**config.mk**
```make
export PLATFORM = sky130hd
export DESIGN_NAME = video_timing_gen
export DESIGN_NICKNAME = d
export VERILOG_FILES = /design/src/rtl/video_timing_pkg.sv /design/src/rtl/video_axis_counter.sv /design/src/rtl/video_timing_gen.sv
export SDC_FILE = /design/constraint.sdc
export NUM_CORES = 1
export LEC_CHECK = 0
export BUFFER_PORTS_ARGS = -buffer_cell sky130_fd_sc_hd__buf_2
export CAP_MARGIN = 20
export CORE_MARGIN = 4
export CORE_UTILIZATION = 35
export CTS_BUF_LIST = sky130_fd_sc_hd__clkbuf_8 sky130_fd_sc_hd__clkbuf_16
export DETAILED_ROUTE_END_ITERATION = 8
export PLACE_DENSITY = 0.56
export SLEW_MARGIN = 10
export SYNTH_ARGS = -nofsm -noshare
export SYNTH_HDL_FRONTEND = slang
export SYNTH_SLANG_ARGS = --single-unit
export TNS_END_PERCENT = 100
```
**constraint.sdc**
```tcl
create_clock -name c -period 1.8 [get_ports c]
set_clock_uncertainty 0.2 [all_clocks]
set_input_delay 0.27 -clock c [delete_from_list [all_inputs] [get_ports c]]
set_output_delay 0.27 -clock c [all_outputs]
set_load 0.1 [all_outputs]
```
**src/rtl/video_timing_pkg.sv**
```systemverilog
// Shared raster timing definitions: default 1024x768 constants, the region
// code that describes where a counter sits on its axis, and small helpers.
package video_timing_pkg;

    localparam int DEF_CW       = 11;
    localparam int DEF_H_ACTIVE = 1024;
    localparam int DEF_H_FP     = 24;
    localparam int DEF_H_SYNC   = 136;
    localparam int DEF_H_BP     = 160;
    localparam int DEF_V_ACTIVE = 768;
    localparam int DEF_V_FP     = 3;
    localparam int DEF_V_SYNC   = 6;
    localparam int DEF_V_BP     = 29;

    // Region order along an axis: active, front porch, sync, back porch.
    typedef enum logic [1:0] {
        REG_ACTIVE = 2'd0,
        REG_FP     = 2'd1,
        REG_SYNC   = 2'd2,
        REG_BP     = 2'd3
    } region_t;

    // Drive level of a sync pin: the configured active level while inside
    // the sync region, its complement elsewhere.
    function automatic logic sync_level(input logic in_sync, input logic pol);
        sync_level = in_sync ? pol : ~pol;
    endfunction

endpackage

```
**src/rtl/video_axis_counter.sv**
```systemverilog
// One raster axis: a wrapping position counter plus a decode of which region
// (active / front porch / sync / back porch) the current position lies in.
module video_axis_counter
    import video_timing_pkg::*;
#(
    parameter int CW     = 11,
    parameter int ACTIVE = 1024,
    parameter int FP     = 24,
    parameter int SYNC   = 136,
    parameter int BP     = 160
) (
    input  logic          clk,
    input  logic          rst_n,
    input  logic          advance,
    output logic [CW-1:0] cnt,
    output logic          wrap,
    output region_t       region
);

    localparam int TOTAL = ACTIVE + FP + SYNC + BP;

    localparam logic [CW-1:0] FP_START   = CW'(ACTIVE);
    localparam logic [CW-1:0] SYNC_START = CW'(ACTIVE + FP);
    localparam logic [CW-1:0] BP_START   = CW'(ACTIVE + FP + SYNC);
    localparam logic [CW-1:0] LAST       = CW'(TOTAL - 1);

    logic [CW-1:0] cnt_r;
    logic          wrap_s;
    region_t       region_s;

    assign wrap_s = (cnt_r == LAST);

    // Position counter: steps on advance, returns to 0 after the last position.
    always_ff @(posedge clk or negedge rst_n) begin
        if (!rst_n) begin
            cnt_r <= {CW{1'b0}};
        end else if (advance) begin
            if (wrap_s) begin
                cnt_r <= {CW{1'b0}};
            end else begin
                cnt_r <= cnt_r + {{(CW-1){1'b0}}, 1'b1};
            end
        end else begin
            cnt_r <= cnt_r;
        end
    end

    // Region decode of the current position.
    always_comb begin
        region_s = REG_ACTIVE;
        if (cnt_r < FP_START) begin
            region_s = REG_ACTIVE;
        end else if (cnt_r < SYNC_START) begin
            region_s = REG_FP;
        end else if (cnt_r < BP_START) begin
            region_s = REG_SYNC;
        end else begin
            region_s = REG_BP;
        end
    end

    assign cnt    = cnt_r;
    assign wrap   = wrap_s;
    assign region = region_s;

endmodule

```
**src/rtl/video_timing_gen.sv**
```systemverilog
// Parametrised raster timing generator. Two axis counters (h, v) produce the
// scan position; every output is registered one clock after counter state so
// syncs, de, coordinates and start pulses stay mutually aligned.
module video_timing_gen
    import video_timing_pkg::*;
#(
    parameter int   CW       = DEF_CW,
    parameter int   H_ACTIVE = DEF_H_ACTIVE,
    parameter int   H_FP     = DEF_H_FP,
    parameter int   H_SYNC   = DEF_H_SYNC,
    parameter int   H_BP     = DEF_H_BP,
    parameter int   V_ACTIVE = DEF_V_ACTIVE,
    parameter int   V_FP     = DEF_V_FP,
    parameter int   V_SYNC   = DEF_V_SYNC,
    parameter int   V_BP     = DEF_V_BP,
    parameter logic HS_POL   = 1'b0,
    parameter logic VS_POL   = 1'b0
) (
    input  logic          c,
    input  logic          rst_n,
    input  logic          en,
    output logic          hSync,
    output logic          vSync,
    output logic          de,
    output logic [CW-1:0] pixel_x,
    output logic [CW-1:0] pixel_y,
    output logic          line_start,
    output logic          frame_start
);

    localparam int H_TOTAL = H_ACTIVE + H_FP + H_SYNC + H_BP;
    localparam int V_TOTAL = V_ACTIVE + V_FP + V_SYNC + V_BP;

    if (H_TOTAL > (2 ** CW)) begin : g_h_total_chk
        $error("video_timing_gen: H_TOTAL does not fit in CW bits");
    end
    if (V_TOTAL > (2 ** CW)) begin : g_v_total_chk
        $error("video_timing_gen: V_TOTAL does not fit in CW bits");
    end

    logic [CW-1:0] h_cnt_s;
    logic [CW-1:0] v_cnt_s;
    logic          h_wrap_s;
    logic          v_wrap_s;
    logic          v_adv_s;
    region_t       h_region_s;
    region_t       v_region_s;

    logic          de_next_s;
    logic          hs_next_s;
    logic          vs_next_s;
    logic          ls_next_s;
    logic          fs_next_s;

    logic          hsync_r;
    logic          vsync_r;
    logic          de_r;
    logic [CW-1:0] pixel_x_r;
    logic [CW-1:0] pixel_y_r;
    logic          line_start_r;
    logic          frame_start_r;

    // The line counter steps once per completed line, and only while running,
    // so v_cnt (and therefore vSync) changes exactly at h_cnt==0.
    assign v_adv_s = h_wrap_s & en;

    video_axis_counter #(
        .CW     (CW),
        .ACTIVE (H_ACTIVE),
        .FP     (H_FP),
        .SYNC   (H_SYNC),
        .BP     (H_BP)
    ) u_h_axis (
        .clk     (c),
        .rst_n   (rst_n),
        .advance (en),
        .cnt     (h_cnt_s),
        .wrap    (h_wrap_s),
        .region  (h_region_s)
    );

    video_axis_counter #(
        .CW     (CW),
        .ACTIVE (V_ACTIVE),
        .FP     (V_FP),
        .SYNC   (V_SYNC),
        .BP     (V_BP)
    ) u_v_axis (
        .clk     (c),
        .rst_n   (rst_n),
        .advance (v_adv_s),
        .cnt     (v_cnt_s),
        .wrap    (v_wrap_s),
        .region  (v_region_s)
    );

    // Output values derived from the current counter position.
    always_comb begin
        de_next_s = 1'b0;
        hs_next_s = ~HS_POL;
        vs_next_s = ~VS_POL;
        ls_next_s = 1'b0;
        fs_next_s = 1'b0;
        if ((h_region_s == REG_ACTIVE) && (v_region_s == REG_ACTIVE)) begin
            de_next_s = 1'b1;
        end else begin
            de_next_s = 1'b0;
        end
        hs_next_s = sync_level(h_region_s == REG_SYNC, HS_POL);
        vs_next_s = sync_level(v_region_s == REG_SYNC, VS_POL);
        if (h_cnt_s == {CW{1'b0}}) begin
            ls_next_s = 1'b1;
            fs_next_s = (v_cnt_s == {CW{1'b0}});
        end else begin
            ls_next_s = 1'b0;
            fs_next_s = 1'b0;
        end
    end

    // Output register: loads while running; when paused, blanks de and the
    // start pulses but holds syncs and coordinates.
    always_ff @(posedge c or negedge rst_n) begin
        if (!rst_n) begin
            hsync_r       <= ~HS_POL;
            vsync_r       <= ~VS_POL;
            de_r          <= 1'b0;
            pixel_x_r     <= {CW{1'b0}};
            pixel_y_r     <= {CW{1'b0}};
            line_start_r  <= 1'b0;
            frame_start_r <= 1'b0;
        end else if (en) begin
            hsync_r       <= hs_next_s;
            vsync_r       <= vs_next_s;
            de_r          <= de_next_s;
            pixel_x_r     <= h_cnt_s;
            pixel_y_r     <= v_cnt_s;
            line_start_r  <= ls_next_s;
            frame_start_r <= fs_next_s;
        end else begin
            hsync_r       <= hsync_r;
            vsync_r       <= vsync_r;
            de_r          <= 1'b0;
            pixel_x_r     <= pixel_x_r;
            pixel_y_r     <= pixel_y_r;
            line_start_r  <= 1'b0;
            frame_start_r <= 1'b0;
        end
    end

    assign hSync       = hsync_r;
    assign vSync       = vsync_r;
    assign de          = de_r;
    assign pixel_x     = pixel_x_r;
    assign pixel_y     = pixel_y_r;
    assign line_start  = line_start_r;
    assign frame_start = frame_start_r;

endmodule

```
==> metrics.md <==
| Metric | Value |
|---|---|
| DP Cell Count | 329 |
| Placed cell area | 2740 sq um |
| Critical path type | reg -> reg |
| CTS Buffer Depth | 2 |
| Buffers added on ports | 29 |
| Layout Cells excl Fill | 349 |
| Final Critical Period | 1900 ps |
| Fmax | 527 MHz |
| Post-synthesis mux area share | 0.118 |
| CP Launch Type | flop |
| Fin. Hold Viols | 0 |
| # H-tree levels | 2 |
| Layout filler cell count | 577 |
| Dominant cells by area after synthesis | dfrtp_1 (51%), mux2_2 (11%), ha_1 (2.7%) |
| Finished Cell Area | 3060 sq um |
| GPL Wtd Cong | 0.802 |
| Synth area leader | dfrtp_1 |
| # IOs | 30 |
| Final Slew Violations | 0 |
| Crit path capture | u_v_axis.cnt[0] |
| Routed WL | 5110 um |
| Yosys reg bits | 49 |
| Worst setup margin | -98.2 ps |
| Post-synth top area share | 0.515 |
| CP peak stage delay | 560 ps |
| Reg2reg end | u_v_axis.cnt[0] |
| DRC viols | 0 |
| Place WS | -144 ps |
| Slowest CP cell | or4_4 |
| Clock latency on the worst-skew pair | 300 ps |
| Min Hold Slack | 241 ps |
| Vias in the first global route | 1849 |
| Worst vdd ir | 900 uV |
| Crit end category | flop |
| Share of cells above drive strength 1 | 0.467 |
| Initial Utilization | 0.360 |
| Seq/Total Area, Yosys | 0.537 |
| Post-Synth Simple-Gate Area | 0.182 |
| CP startpoint | u_v_axis.cnt[6] |
| Worst slew margin | 0.674 |
| Crit path max-delay family | simple AND/OR/NAND/NOR gates |
| # setup viols final | 6 |
| Status | finished with violations |
| Fin nets | 279 |
| Synth Area in Adders | 0.0274 |
| R2R setup slack | -100 ps |
| Max-cap violations | 0 |
| Xor and xnor area share after synthesis | 0.0307 |
| Pleak | 0.00151 uW |
| Sink Count | 49 |
| Synthesized instance count | 199 |
| Most frequent cell after synthesis | dfrtp_1 |
| Synth Cell Area | 2290 sq um |
| Vert. Die Dim | 88.8 um |
| Antenna-violating nets left | 0 |
| Pin count of the biggest net entering global routing | 21 |
| Worst-path fanout max | 4 |
| EDFF count, synth | 0 |
| R2R cell count | 5 |
| Vias per cell | 5.09 |
| TritonCTS clock tree | built |
| Reg2Reg Launch Point | u_v_axis.cnt[6] |
| Worst Path Buf+Inv | 1 |
| CTS clk-pin slew, worst paths | 90 ps |
| Area grow syn2layout | 34.0% |
| P per Cell Area | 1040 nW/um^2 |
| Core box area | 6350 sq um |
| Library cells used by synthesis | 45 |
| First-pass GRT wire length | 8660 um |
| Fin crit share | 1.05 |
| Synth Flop Type | dfrtp_1 |
| Synth Area in Compound Gates | 0.0728 |
| Root Buffer | clkbuf_8 |
| Synth warn | 0 |
| Die width | 88.8 um |
| # rows | 29 |
| DIE AREA | 7890 sq um |
| # diodes | 0 |
| Cts bufs inserted | 5 |
| Least-Margin Pin Slew | 492 ps |
| TritonRoute pass-1 iters | 4 |
| Cell Chain, Critical Path | or4_4 > nor4_4 > buf_4 > nor2_2 > mux2_4 |
| Failing checks | negative setup slack |
| Hold WC Path Type | in -> async |
| Syn Nets | 207 |
| WP data required | 1790 ps |
| Detailed Place HPWL | 3590 um |
| WL per Instance | 14.7 um |
| Grt total ovfl | 0 |
| Vias after detailed routing | 1777 |
| RSZ-0062 raised after global routing | yes |
| Syn Area/Cell | 11.5 sq um |
| Async SR Flop Fraction | 1.00 |
| Gr usage total | 0.140 |
| Instance count on the critical path | 5 |
| Initial DRC count | 84 |
| Crit path DAT | 1890 ps |
| Largest family of logic cells by synthesized area | simple AND/OR/NAND/NOR gates |
| Top post-synthesis cells by count | dfrtp_1 (47), mux2_2 (23), nand2_1 (15), nand3_1 (10), o21ai_0 (10) |
| Antenna violations before repair | 0 |
-- worst min path at each step --
stage / from / end / cells past startpoint
5_1_grt: rst_n / pixel_x[6] / 2
4_1_cts: rst_n / pixel_x[6] / 2
3_3_place_gp: rst_n / pixel_x[9] / 1
6_report: rst_n / pixel_x[6] / 2
2_1_floorplan: rst_n / de / 0
3_5_place_dp: rst_n / pixel_x[9] / 1
-- logic make-up (layout without fill, tap and decap cells) --
kind of cell | count (synthesis) | after routing
fa+ha+maj | 5 | 5
mux | 24 | 24
simple gates | 69 | 69
compound gates | 28 | 28
buf+inv | 16 | 89
xor+xnor | 8 | 8
flops | 49 | 49
-- cell usage in the layout (no fill, tap or decap), drive strengths merged, types with 2 or more instances in the layout --
cell and count:
or2 2, buf 75, a31oi 2, and3 3
or4 3, nor4b 4, dfstp 2, o21ai 11
nor3 6, inv 5, nand2 15, nor2 8
nand4 5, and4 2, dfrtp 47, nand3 10
bufinv 2, a21oi 7, a22o 2, xor2 3
ha 5, clkbuf 5, xnor2 5, mux2 23
nor4 4
-- state kept, by name, indices dropped and copies added (netlist names) --
| signal | count |
|---|---|
| vSync | 1 |
| de | 1 |
| u_v_axis.cnt | 11 |
| pixel_y | 11 |
| frame_start | 1 |
| pixel_x | 11 |
| hSync | 1 |
| u_h_axis.cnt | 11 |
| line_start | 1 |
-- timing repair --
action	CTS	global route
setup buffers	4	6
gates resized for setup	6	14
pin swaps	9	6
hold endpoints to repair	16	0
hold buffers	1	0
gates cloned	0	1
endpoints found under the setup margin	11	13
-- routing by layer --
layer | track usage | vias to the layer above | part of all wire
met1 | 0.180 | 876 | 0.44
li1 | - | 862 | -
met5 | 0 | - | 0
met2 | 0.234 | 33 | 0.51
met4 | 0.0440 | 0 | 0.010
met3 | 0.0307 | 6 | 0.032
-- where the power goes --
group	switching (uW)	leakage (uW)	internal (uW)
logic	660	0.000807	274
clock network	369	0.0000681	552
registers	114	0.000635	1210
total	1140	0.00151	2040
-- stage by stage --
stage / TNS (ps) / utilization / total power (uW)
floorplan: -301 / - / 1990
global placement: -619 / 0.432 / 2230
detailed placement: -863 / 0.432 / 2250
CTS: -322 / 0.464 / 3200
global route: -943 / 0.482 / 3350
finish: -299 / 0.482 / 3180
-- layout make-up --
cell class / count / area [sq um] / area share
Tap cell: 77 / 96.3 / 0.0315
Multi-Input combinational cell: 134 / 1080 / 0.353
Clock buffer: 5 / 68.8 / 0.0225
Inverter: 5 / 18.8 / 0.00613
Timing Repair Buffer: 76 / 504 / 0.165
Sequential cell: 49 / 1230 / 0.401
Clock inverter: 3 / 65.1 / 0.0212
Power figures use the tool's default switching activity.
